`src/rtl/mul_div_sequencer.sv`:
```
// Control sequencer for the iterative M-extension multiply/divide unit in Execute.
// It starts and steps the unit, and it freezes F/D/E until the result is final.
module mul_div_sequencer #(
    parameter int unsigned XLEN       = 32,
    parameter int unsigned MUL_CYCLES = 4,
    parameter int unsigned DIV_CYCLES = 32
) (
    input  logic       i_clk,
    input  logic       i_rst_n,
    input  logic       i_MulDivE,
    input  logic [2:0] i_Funct3E,
    input  logic       i_SrcBZeroE,
    input  logic       i_KillE,
    output logic       o_StallF,
    output logic       o_StallD,
    output logic       o_StallE,
    output logic       o_FlushM,
    output logic       o_UnitStart,
    output logic       o_UnitStep,
    output logic [2:0] o_UnitOp,
    output logic       o_ResultValid,
    output logic       o_Busy
);

    if (XLEN == 0 || MUL_CYCLES < 1 || MUL_CYCLES > 63 ||
        DIV_CYCLES < 1 || DIV_CYCLES > 63) begin : gBadParams
        $error("mul_div_sequencer: XLEN/MUL_CYCLES/DIV_CYCLES out of range");
    end

    typedef enum logic [1:0] {StIdle, StRun, StDone} stateT;

    localparam logic [5:0] MulLoad = 6'(MUL_CYCLES - 1);
    localparam logic [5:0] DivLoad = 6'(DIV_CYCLES - 1);

    stateT      stateQ, stateD;
    logic [5:0] cntQ, cntD;
    logic [2:0] opQ, opD;
    logic       startReq;
    logic       frontStall;

    assign startReq = i_MulDivE && !i_KillE;

    always_ff @(posedge i_clk or negedge i_rst_n) begin
        if (!i_rst_n) begin
            stateQ <= StIdle;
            cntQ   <= 6'd0;
            opQ    <= 3'd0;
        end else begin
            stateQ <= stateD;
            cntQ   <= cntD;
            opQ    <= opD;
        end
    end

    always_comb begin
        stateD = stateQ;
        cntD   = cntQ;
        opD    = opQ;
        if (i_KillE) begin
            stateD = StIdle;
        end else begin
            unique case (stateQ)
                StIdle: begin
                    if (startReq) begin
                        opD = i_Funct3E;
                        // Divide by zero: the unit's start load already yields the defined result.
                        if (i_Funct3E[2] && i_SrcBZeroE) begin
                            stateD = StDone;
                        end else begin
                            cntD   = i_Funct3E[2] ? DivLoad : MulLoad;
                            stateD = StRun;
                        end
                    end
                end
                StRun: begin
                    if (cntQ == 6'd0) begin
                        stateD = StDone;
                    end else begin
                        cntD = cntQ - 6'd1;
                    end
                end
                StDone: stateD = StIdle;
                default: stateD = StIdle;
            endcase
        end
    end

    always_comb begin
        o_UnitStart   = 1'b0;
        o_UnitStep    = 1'b0;
        o_ResultValid = 1'b0;
        frontStall    = 1'b0;
        if (!i_KillE) begin
            unique case (stateQ)
                StIdle: begin
                    o_UnitStart = i_MulDivE;
                    frontStall  = i_MulDivE;
                end
                StRun: begin
                    o_UnitStep = 1'b1;
                    frontStall = 1'b1;
                end
                StDone: o_ResultValid = 1'b1;
                default: ;
            endcase
        end
    end

    assign o_StallF = frontStall;
    assign o_StallD = frontStall;
    assign o_StallE = frontStall;
    assign o_FlushM = frontStall;
    assign o_UnitOp = opQ;
    assign o_Busy   = (stateQ != StIdle);

endmodule

```
`config.mk`:
```
export PLATFORM = sky130hd
export DESIGN_NAME = mul_div_sequencer
export DESIGN_NICKNAME = d
export VERILOG_FILES = /design/src/rtl/mul_div_sequencer.sv
export SDC_FILE = /design/constraint.sdc
export NUM_CORES = 1
export LEC_CHECK = 0
export CAP_MARGIN = 20
export CORE_MARGIN = 2
export CORE_UTILIZATION = 50
export CTS_BUF_LIST = sky130_fd_sc_hd__clkbuf_4
export CTS_CLUSTER_DIAMETER = 40
export DETAILED_ROUTE_END_ITERATION = 16
export HOLD_SLACK_MARGIN = 0.03
export PLACE_DENSITY = 0.83
export SETUP_SLACK_MARGIN = 0.2
export SLEW_MARGIN = 20
export SYNTH_ARGS = -nofsm -noshare
export SYNTH_HDL_FRONTEND = slang
export SYNTH_SLANG_ARGS = --single-unit
```
`constraint.sdc`:
```
create_clock -name i_clk -period 3.8 [get_ports i_clk]
set_input_delay 0.76 -clock i_clk [delete_from_list [all_inputs] [get_ports i_clk]]
set_output_delay 0.76 -clock i_clk [all_outputs]
set_load 0.02 [all_outputs]
```
==> impl_metrics.toml, run 1 <==
[run_status]
status = "complete, no violations"

[timing]
worst_pin_slew_ps = 495
maxSlewViolCount = 0
setup_ws_ps = 735
relSlewSlack_pct = 66.9
period_minus_slack_ps = 3070
grt_setup_unrepaired = "false"
period_share_pct = 80.7
hold_viol_final = 0
fmax_mhz = 326
holdWs_ps = 483
setup_viol = 0
finalClockSkew_ps = 10.9
fin_tns_setup_ps = 0

[clocking]
cts_buffers = 3
cts_resized = 0
clkSinkCount = 11
clkLatencyLatePin_ps = 270
cts_hold_buf = 0
clk_pin_slew_ps = 60
cts_root_buffer = "clkbuf_4"
cts_tree = "yes"
post_cts_buffers = 0
clockBufferDepth = 2
cts_max_level = 1

[layout]
layout.nets = 96
fin_area_um2 = 872
diodes = 0
drive_gt1_share_pct = 17.6
stdcell_count = 100
final_core_util_pct = 67.9
multi_input_area_um2 = 357
nFillCells = 103
area_growth_pct = 29.6
final-seq-area_um2 = 275

[placed_design]
port_buffers = 18
gp_congestion = 0.900
placed_area_um2 = 842
hpwlAfterDp_um = 1100
dpl_worst_slack_ps = 726
dp.cells = 96

[yosys]
synthDominantCellAreaShare_pct = 40.9
avgSynthCellArea_um2 = 10.0
synth_top_flop_cell = "dfrtp_1"
synth_seq_cells = 11
syn-num-nets = 77
synthArstFlopShare_pct = 100
netlist_area_um2 = 673
ys_warn_count = 0
yosysUniqueCellTypes = 27
ys_seq_area_share_pct = 40.9
synth-edff-count = 0
synth_top_cell_by_area = "dfrtp_1"
synthCells = 67
ys_top_cells_by_area = "dfrtp_1 41%, mux2_2 6.7%, o21ai_0 5.9%, buf_4 4.5%, ha_1 3.7%"

[detailed_routing]
dr.pass1.iters = 4
drc = 0
ant_nets = 0
drt_iter0_drc = 5
viasPerCell = 5.60
avgRoutedWirePerCell_um = 14.3
totalWireLength_um = 1430
num_vias = 560

[critical_path]
start_kind = "input pin"
crit_required_ps = 3040
cp.arrival_ps = 2310
cp_max_fo = 4
path_class = "in2out"
end_kind = "output pin"

[power]
p_per_area_nw_per_um2 = 401
p_total_mw = 0.349
irDropWorstVdd_uv = 204
power_leakage_nw = 0.353

[run]
maxCapViolations = 0

[grt]
grt_max_degree = 12
track_usage_pct = 20.3
grt_antenna_before_repair = 0
overflow = 0
grt_pass1_wl_um = 2150
grt_pass1_vias = 524

[hold_path]
hold_class = "reg2reg"

[floorplanning]
dieArea_um2 = 1660
die_h_um = 40.7
die_x_um = 40.7
initial_core_util_pct = 52.4
ios = 19
core_um2 = 1280
rows = 13
## cells in the final DEF, fill, tap and decap left out, drive strengths merged, types with 2 or more instances in the layout
master	instances
clkbuf	4
nor3b	2
a21oi	2
nand2b	3
clkdlybuf4s50	18
inv	3
nor3	2
a22o	2
mux2	4
nor2	5
dfrtp	11
o21ai	9
nand2	6
o21a	2
ha	2
a21boi	2
## final cells by class
class                      count  share of cell area, %
clock buffer                   4                   3.44
inverter                       3                   1.29
multi-input combinational     49                   40.9
sequential                    11                   31.6
tap                           15                   2.15
timing repair buffer          18                   20.7
## cell families after synthesis
| logic type | count (synthesis) | synth area share, % |
|---|---|---|
| multiplexers | 4 | 6.69 |
| flip-flops | 11 | 40.9 |
| AO/OA/AOI/OAI | 20 | 20.1 |
| AND/OR/NAND/NOR | 23 | 22.5 |
| buffers and inverters | 7 | 6.13 |
| adder cells (fa/ha/maj) | 2 | 3.72 |
## registers in the layout (all words and copies together) (netlist names)
register  count
o_UnitOp      3
cntQ          6
stateQ        2
## worst paths after layout
check	to	slack (ps)	start	depth (start not counted)
worst max-delay path	o_FlushM	730	i_KillE	4
worst min-delay path	cntQ[5]	480	cntQ[5]	1
worst max register to register	cntQ[0]	2190	cntQ[0]	6
worst min register to register	cntQ[5]	480	cntQ[5]	1
max in group asynchronous	o_UnitOp[2]	2640	i_rst_n	1
min in group asynchronous	cntQ[0]	810	i_rst_n	1
## worst max-delay path: stages
cell and delay [ps]:
clkdlybuf4s50_1 530, nor2_4 200, o21a_1 190, clkdlybuf4s50_1 620
## synthesized netlist by cell type, types with 2 or more instances
cell type	instances
a21oi_1	2
nor3_1	2
nand2_1	6
nand2b_1	3
a22o_1	2
o21ai_0	8
ha_1	2
nor2_1	4
mux2_2	4
dfrtp_1	11
o21a_1	2
inv_1	3
buf_4	4
## power breakdown
| group | internal (mW) | switching [mW] | total [mW] |
|---|---|---|---|
| sequential | 0.135 | 0.0202 | 0.156 |
| combinational | 0.0539 | 0.0512 | 0.105 |
| clock | 0.0478 | 0.0410 | 0.0888 |
| total | 0.237 | 0.112 | 0.349 |
## layer usage
layer / GRT usage [%] / up-vias / share of wire, %
li1: - / 274 / -
met1: 22.4 / 260 / 44
met2: 35.7 / 22 / 48
met3: 6.52 / 4 / 6.0
met4: 8.33 / 0 / 1.4
met5: 0 / - / 0
Power figures use the tool's default switching activity.
==> run 2, diff against run 1 <==
- CORE_UTILIZATION: 50 -> 48
- PLACE_DENSITY: 0.83 -> 0.8
- clock period: 3.8 -> 3.2 ns (I/O delays scaled with it)
==> run 2 against run 1 <==
Net effect: sequential power is 18% higher; largest power group unchanged; flip-flop and latch count stayed put; setup slack worse by 380 ps; non-clock buffer count stayed put; worst hold slack worse by 8.7 ps; cell area stayed put; wire length is 2.5% lower; clock-buffer cell count stayed put.
==> impl_metrics.toml, run 2 (synthesized netlist as in run 1, its figures left out) <==
[critical_path]
crit_buf_inv = 2
crit_family = "buffers and inverters"
cp_max_fo = 4
cp.arrival_ps = 2200
path_class = "in2out"
crit_chain = "clkdlybuf4s50_1 -> nor2_4 -> o21a_1 -> clkdlybuf4s50_1"
slowest_stage = "clkdlybuf4s50_1"
slowest_delay_ps = 640
start_kind = "input pin"
crit_required_ps = 2560
end_kind = "output pin"
crit_top_cell = "clkdlybuf4s50_1"

[detailed_routing]
dr.pass1.iters = 4
avgRoutedWirePerCell_um = 13.9
drt_iter0_drc = 12
num_vias = 554
viasPerCell = 5.54
ant_nets = 0
drc = 0
totalWireLength_um = 1390

[power]
irDropWorstVdd_uv = 302
p_per_area_nw_per_um2 = 477
p_total_mw = 0.416
power_leakage_nw = 0.353

[clocking]
clk_pin_slew_ps = 70
cts_hold_buf = 0
cts_max_level = 1
clockBufferDepth = 2
clkLatencyLatePin_ps = 280
cts_tree = "yes"
cts_root_buffer = "clkbuf_4"
post_cts_buffers = 0
clkSinkCount = 11
cts_resized = 0
cts_buffers = 3

[layout]
multi_input_area_um2 = 357
largest_register_ffs = 6
mostFrequentLayoutCell = "clkdlybuf4s50_1"
diodes = 0
final-seq-area_um2 = 275
layout.nets = 96
stdcell_count = 100
area_growth_pct = 29.6
nFillCells = 112
drive_gt1_share_pct = 17.6
mostFrequentLayoutCells = "18 x clkdlybuf4s50_1, 11 x dfrtp_1, 8 x o21ai_0"
regMostFlops = "cntQ"

[grt]
grt_pass1_wl_um = 2390
grt_max_degree = 12
grt_pass1_vias = 531
track_usage_pct = 18.4
overflow = 0
grt_antenna_before_repair = 0

[timing]
setup_viol = 0
period_minus_slack_ps = 2840
relSlewSlack_pct = 67.3
worst_pin_slew_ps = 489
period_share_pct = 88.9
finalClockSkew_ps = 5.60
fmax_mhz = 352
maxSlewViolCount = 0
hold_viol_final = 0
fin_tns_setup_ps = 0
grt_setup_unrepaired = "false"

[placed_design]
port_buffers = 18
gp_congestion = 0.879
hpwlAfterDp_um = 1070
dp.cells = 96

[run_status]
status = "complete, no violations"

[floorplanning]
ios = 19
die_h_um = 41.5
rows = 13
initial_core_util_pct = 51.7
die_x_um = 41.5
core_um2 = 1300
dieArea_um2 = 1720

[run]
maxCapViolations = 0

[hold_path]
hold_class = "reg2reg"
-- run 2: cell counts in the layout (fill, tap and decap cells not counted) --
No cell type changed its count.
-- run 2: final timing paths --
path	to	slack (ps)	startpoint	cells past startpoint
min in group asynchronous	stateQ[1]	690	i_rst_n	1
hold / removal	cntQ[5]	470	cntQ[5]	1
setup reg to reg	cntQ[0]	1550	cntQ[0]	6
max in group asynchronous	cntQ[5]	2180	i_rst_n	1
hold reg to reg	cntQ[5]	470	cntQ[5]	1
setup / recovery	o_FlushM	360	i_KillE	4
-- run 2: per-layer routing --
metal / track usage [%] / vias to the layer above / share of wire (%)
met1: 23.5 / 254 / 44
met3: 3.04 / 3 / 5.0
met2: 28.7 / 24 / 49
li1: - / 273 / -
met4: 11.6 / 0 / 2.4
met5: 0 / - / 0
-- run 2: final cells by class --
cell class,count,share of cell area (%)
clock buffers,4,3.44
inverters,3,1.29
multi-input cells,49,40.9
flip-flops and latches,11,31.6
well taps,15,2.15
repair buffers,18,20.7
-- run 2: power by group --
part	total (mW)	internal (mW)	switching, mW	leakage (nW)
Clock	0.106	0.0569	0.0493	0.0184
Combinational	0.125	0.0642	0.0607	0.203
Sequential	0.184	0.161	0.0237	0.132
Total	0.416	0.282	0.134	0.353
-- run 2: worst register-to-register path: stages (launching register included) --
cell      delay (ps)
dfrtp_1          390
inv_1            110
ha_1             170
nand2b_1          80
nor4_2           320
a21oi_1          170
mux2_2           290
-- run 2: per-stage QoR --
step,hold WS [ps],area (um2),setup WS (ps),utilization (%)
5_1_grt,499,872,306,67.0
2_1_floorplan,344,673,1330,-
3_3_place_gp,456,842,416,64.7
4_1_cts,471,872,347,67.0
3_5_place_dp,456,842,353,64.7
6_report,475,872,356,67.0
==> patch 1 (flow settings as in run 2) <==
Make the reset (`i_rst_n`) synchronous in one clocked block.
--- a/src/rtl/mul_div_sequencer.sv
+++ b/src/rtl/mul_div_sequencer.sv
@@ -40,7 +40,7 @@
 
     assign startReq = i_MulDivE && !i_KillE;
 
-    always_ff @(posedge i_clk or negedge i_rst_n) begin
+    always_ff @(posedge i_clk) begin
         if (!i_rst_n) begin
             stateQ <= StIdle;
             cntQ   <= 6'd0;
Formal check against the unedited RTL: differs if i_rst_n is asserted again (counterexample within 4 cycles, from zero or initial values and one cycle with i_rst_n low); with i_rst_n held inactive, the same outputs for 10 cycles.
==> patch 1 against run 2 <==
- area after synthesis shrank 3.0%
- wire length grew 7.2%
- final area shrank 3.2%
- largest power group unchanged
- worst setup slack lost 0.10 ns
- highest routed layer unchanged
- critical path depth is the same
- sequential cell count is the same
- sequential power shrank 16%
- power shrank 16%
==> patch 1: results (changes against run 2) <==
max reg flops -> 6 (unchanged)
Cells on Worst Hold Path -> 2 (+1)
CP Launch Point -> i_KillE
clk_skew -> 0.00473 ns (-0.000867 ns)
largest net degree at the start of global routing -> 10 (-2)
worst slew pin tran -> 0.470 ns (-0.0188 ns)
worst-path fanout max -> 6 (+2)
vias in the first global route -> 512 (-3.6%)
drt total wl -> 1.49 mm (+7.2%)
status -> completed
CTS resizes -> 0 (unchanged)
Power Clock -> 109 uW
first-pass GRT wire length -> 2.23 mm (-6.9%)
Worst setup endpoint -> o_FlushM
RR Endpoint -> cntQ[2]
compound-cell area share of the yosys netlist -> 0.238 (+0.0368)
layout cell share with drive strength beyond 1 -> 0.106 (-0.0701)
worst vdd ir -> 0.228 mV (-24%)
Async SR Flop Fraction -> 0 (-1.00)
Hold EP -> o_UnitOp[2]
Max Root-Sink Buffers -> 2 (unchanged)
Critical R2R Launch -> cntQ[0]
final RePlAce weighted congestion -> 0.932 (+6.0%)
Synthesis Warnings -> 0 (unchanged)
Synth Net Count -> 86 (+12%)
Internal -> 244 uW (-13%)
Post-synth top cells -> dfxtp_1, a21oi_1, nor2_1
sequential share of power -> 0.438 (-0.006)
r2r setup slk -> 1.59 ns (+0.04 ns)
Setup WS pre-CTS -> 0.277 ns (-0.0752 ns)
Synth Area in Adders -> 0.0383 (+0.00114)
Leak Pwr -> 0.306 nW (-13%)
WP data arrival -> 2.30 ns (+0.10 ns)
post-layout minimum cycle time -> 2.94 ns (+0.0998 ns)
Layout Nets -> 105 (+9.4%)
Distinct cells, synth -> 33 (+22%)
multiplexer area fraction after synthesis -> 0.0460 (-0.0209)
via count -> 618 (+12%)
top cells by area, synth -> dfxtp_1, a21oi_1, mux2i_1
sequential element share of the synthesized area -> 0.337 (-0.0718)
## patch 1: changes by cell type in the layout (fill, tap and decap cells not counted), sizes merged, moves of 3 or more
cell,delta
a21oi,+6
dfxtp,+11
nor2,+3
dfrtp,-11
mux2,-4
mux2i,+3
nand2,-3
## patch 1: per-stage QoR
step                hold slack (ns)  power (mW)  area, um2  cells
floorplan                     0.462       0.213        653     76
global placement              0.476       0.242        815    105
detailed placement            0.485       0.244        815    105
CTS                           0.493       0.353        845    109
global route                  0.527       0.369        845    109
finish                        0.498       0.351        845    109
## patch 1: layout make-up
class                      count  area, um2
sequential                    11        220
tap                           15       18.8
inverter                       5       18.8
timing repair buffer          19        188
fill                         112        440
clock buffer                   4       30.0
multi-input combinational     55        369
## patch 1: per-layer routing
metal / wire length, um / vias up / track usage
li1: - / 315 / -
met1: 692 / 284 / 0.248
met2: 710 / 17 / 0.324
met3: 67 / 2 / 0.0652
met4: 22 / 0 / 0.142
met5: 0 / - / 0
==> patch 2 (config.mk and constraints of run 2) <==
Without the edit above. The parameter `DIV_CYCLES` goes from 32 to 31.
--- a/src/rtl/mul_div_sequencer.sv
+++ b/src/rtl/mul_div_sequencer.sv
@@ -3,7 +3,7 @@
 module mul_div_sequencer #(
     parameter int unsigned XLEN       = 32,
     parameter int unsigned MUL_CYCLES = 4,
-    parameter int unsigned DIV_CYCLES = 32
+    parameter int unsigned DIV_CYCLES = 31
 ) (
     input  logic       i_clk,
     input  logic       i_rst_n,
Behaviour: no difference found for any inputs over 10 cycles, from zero or initial values and one cycle with i_rst_n low; that may be too few to reach the edited logic, so the function may still have changed.
==> patch 2 against run 2 <==
- worst setup slack got worse by 0.015 ns
- power increased by 15%
- sequential cell count unchanged
- critical path depth fell by 1
- wire length down 1.4%
- area after synthesis fell by 1.9%
- synthesized cell count decreased by 1.5%
- utilization is 0.096 points lower
- final area is 0.14% lower
==> patch 2: results (changes against run 2) <==
status -> completed
Non-CTS buffers -> 19 (+1)
Syn Area/Cell -> 10.0 um2 (-0.37%)
comb_multi_in -> 48 (-2.0%)
Sw Ratio -> 0.354 (+0.0326)
Post-synth top cells -> dfrtp_1, nor2_1, o21ai_0
DR WL/cell -> 13.9 um (-0.37%)
Post-DP HPWL -> 1.02 mm (-4.0%)
xor/xnor cell area share of the yosys netlist -> 0 (unchanged)
layout cell share with drive strength beyond 1 -> 0.167 (-0.00980)
Worst setup endpoint -> o_StallE
Setup WS pre-CTS -> 0.213 ns (-0.140 ns)
area of the multi-input gates -> 352 um2 (-1.4%)
cell total after placement -> 95 (-1.0%)
clk_skew -> 0.00934 ns (+0.00374 ns)
via count -> 564 (+1.8%)
Hold Crit Start -> o_UnitOp[1]
RR Endpoint -> cntQ[2]
multiplexer area fraction after synthesis -> 0.0663 (-0.000627)
max reg flops -> 6 (unchanged)
compound-cell area share of the yosys netlist -> 0.161 (-0.0398)
Distinct cells, synth -> 31 (+15%)
Worst slew margin -> 0.559 (-0.114)
dpl cell area -> 836 um2 (-0.74%)
HP Class -> register to register
first-pass GRT wire length -> 1.99 mm (-17%)
Clock-cell share -> 0.0345 (+0.0000495)
WP data arrival -> 2.22 ns (+0.02 ns)
buffer share of cell area -> 0.216 (+0.00892)
sequential cell count -> 11 (unchanged)
worst-path fanout max -> 6 (+2)
final RePlAce weighted congestion -> 0.840 (-4.4%)
Iter 0 DRT Violations -> 18 (+6)
post-layout minimum cycle time -> 2.86 ns (+0.0153 ns)
Leak Pwr -> 0.357 nW (+0.99%)
GRT Overall Usage -> 0.184 (-0.000339)
Max Root-Sink Buffers -> 2 (unchanged)
fill count -> 103 (-8.0%)
fin cells -> 99 (-1.0%)
top cells by area, synth -> dfrtp_1, mux2_2, nor4b_2
Reg area -> 275 um2 (unchanged)
worst vdd ir -> 0.289 mV (-4.2%)
final core occ -> 0.669 (-0.000961)
[patch 2: timing repair]
action,in CTS,in global routing
gates resized for setup,0,1
endpoints found under the hold margin,0,0
setup endpoints to repair,0,4
[patch 2: per-layer routing]
metal  track usage  vias to the layer above  part of all wire
met4        0.0806                        0                 0
met3        0.0489                        0             0.058
met5             0                        -                 0
li1              -                      271                 -
met2         0.258                       28              0.49
met1         0.260                      265              0.45
[patch 2: logic make-up after synthesis]
| family | count (synthesis) |
|---|---|
| compound gates | 15 |
| flops | 11 |
| buf+inv | 7 |
| mux | 4 |
| simple gates | 27 |
| fa+ha+maj | 2 |
[patch 2: power groups by stage]
stage	Sequential (mW)	Combinational (mW)	Clock [mW]
after floorplan	0.206	0.104	0
after global placement	0.201	0.166	0
after global routing	0.204	0.188	0.116
after detailed placement	0.202	0.170	0
after CTS	0.199	0.171	0.108
final	0.200	0.171	0.107
[patch 2: critical path, stage by stage]
cell and delay, ns:
clkdlybuf4s50_1 0.53, nor3_2 0.36, clkdlybuf4s50_1 0.68
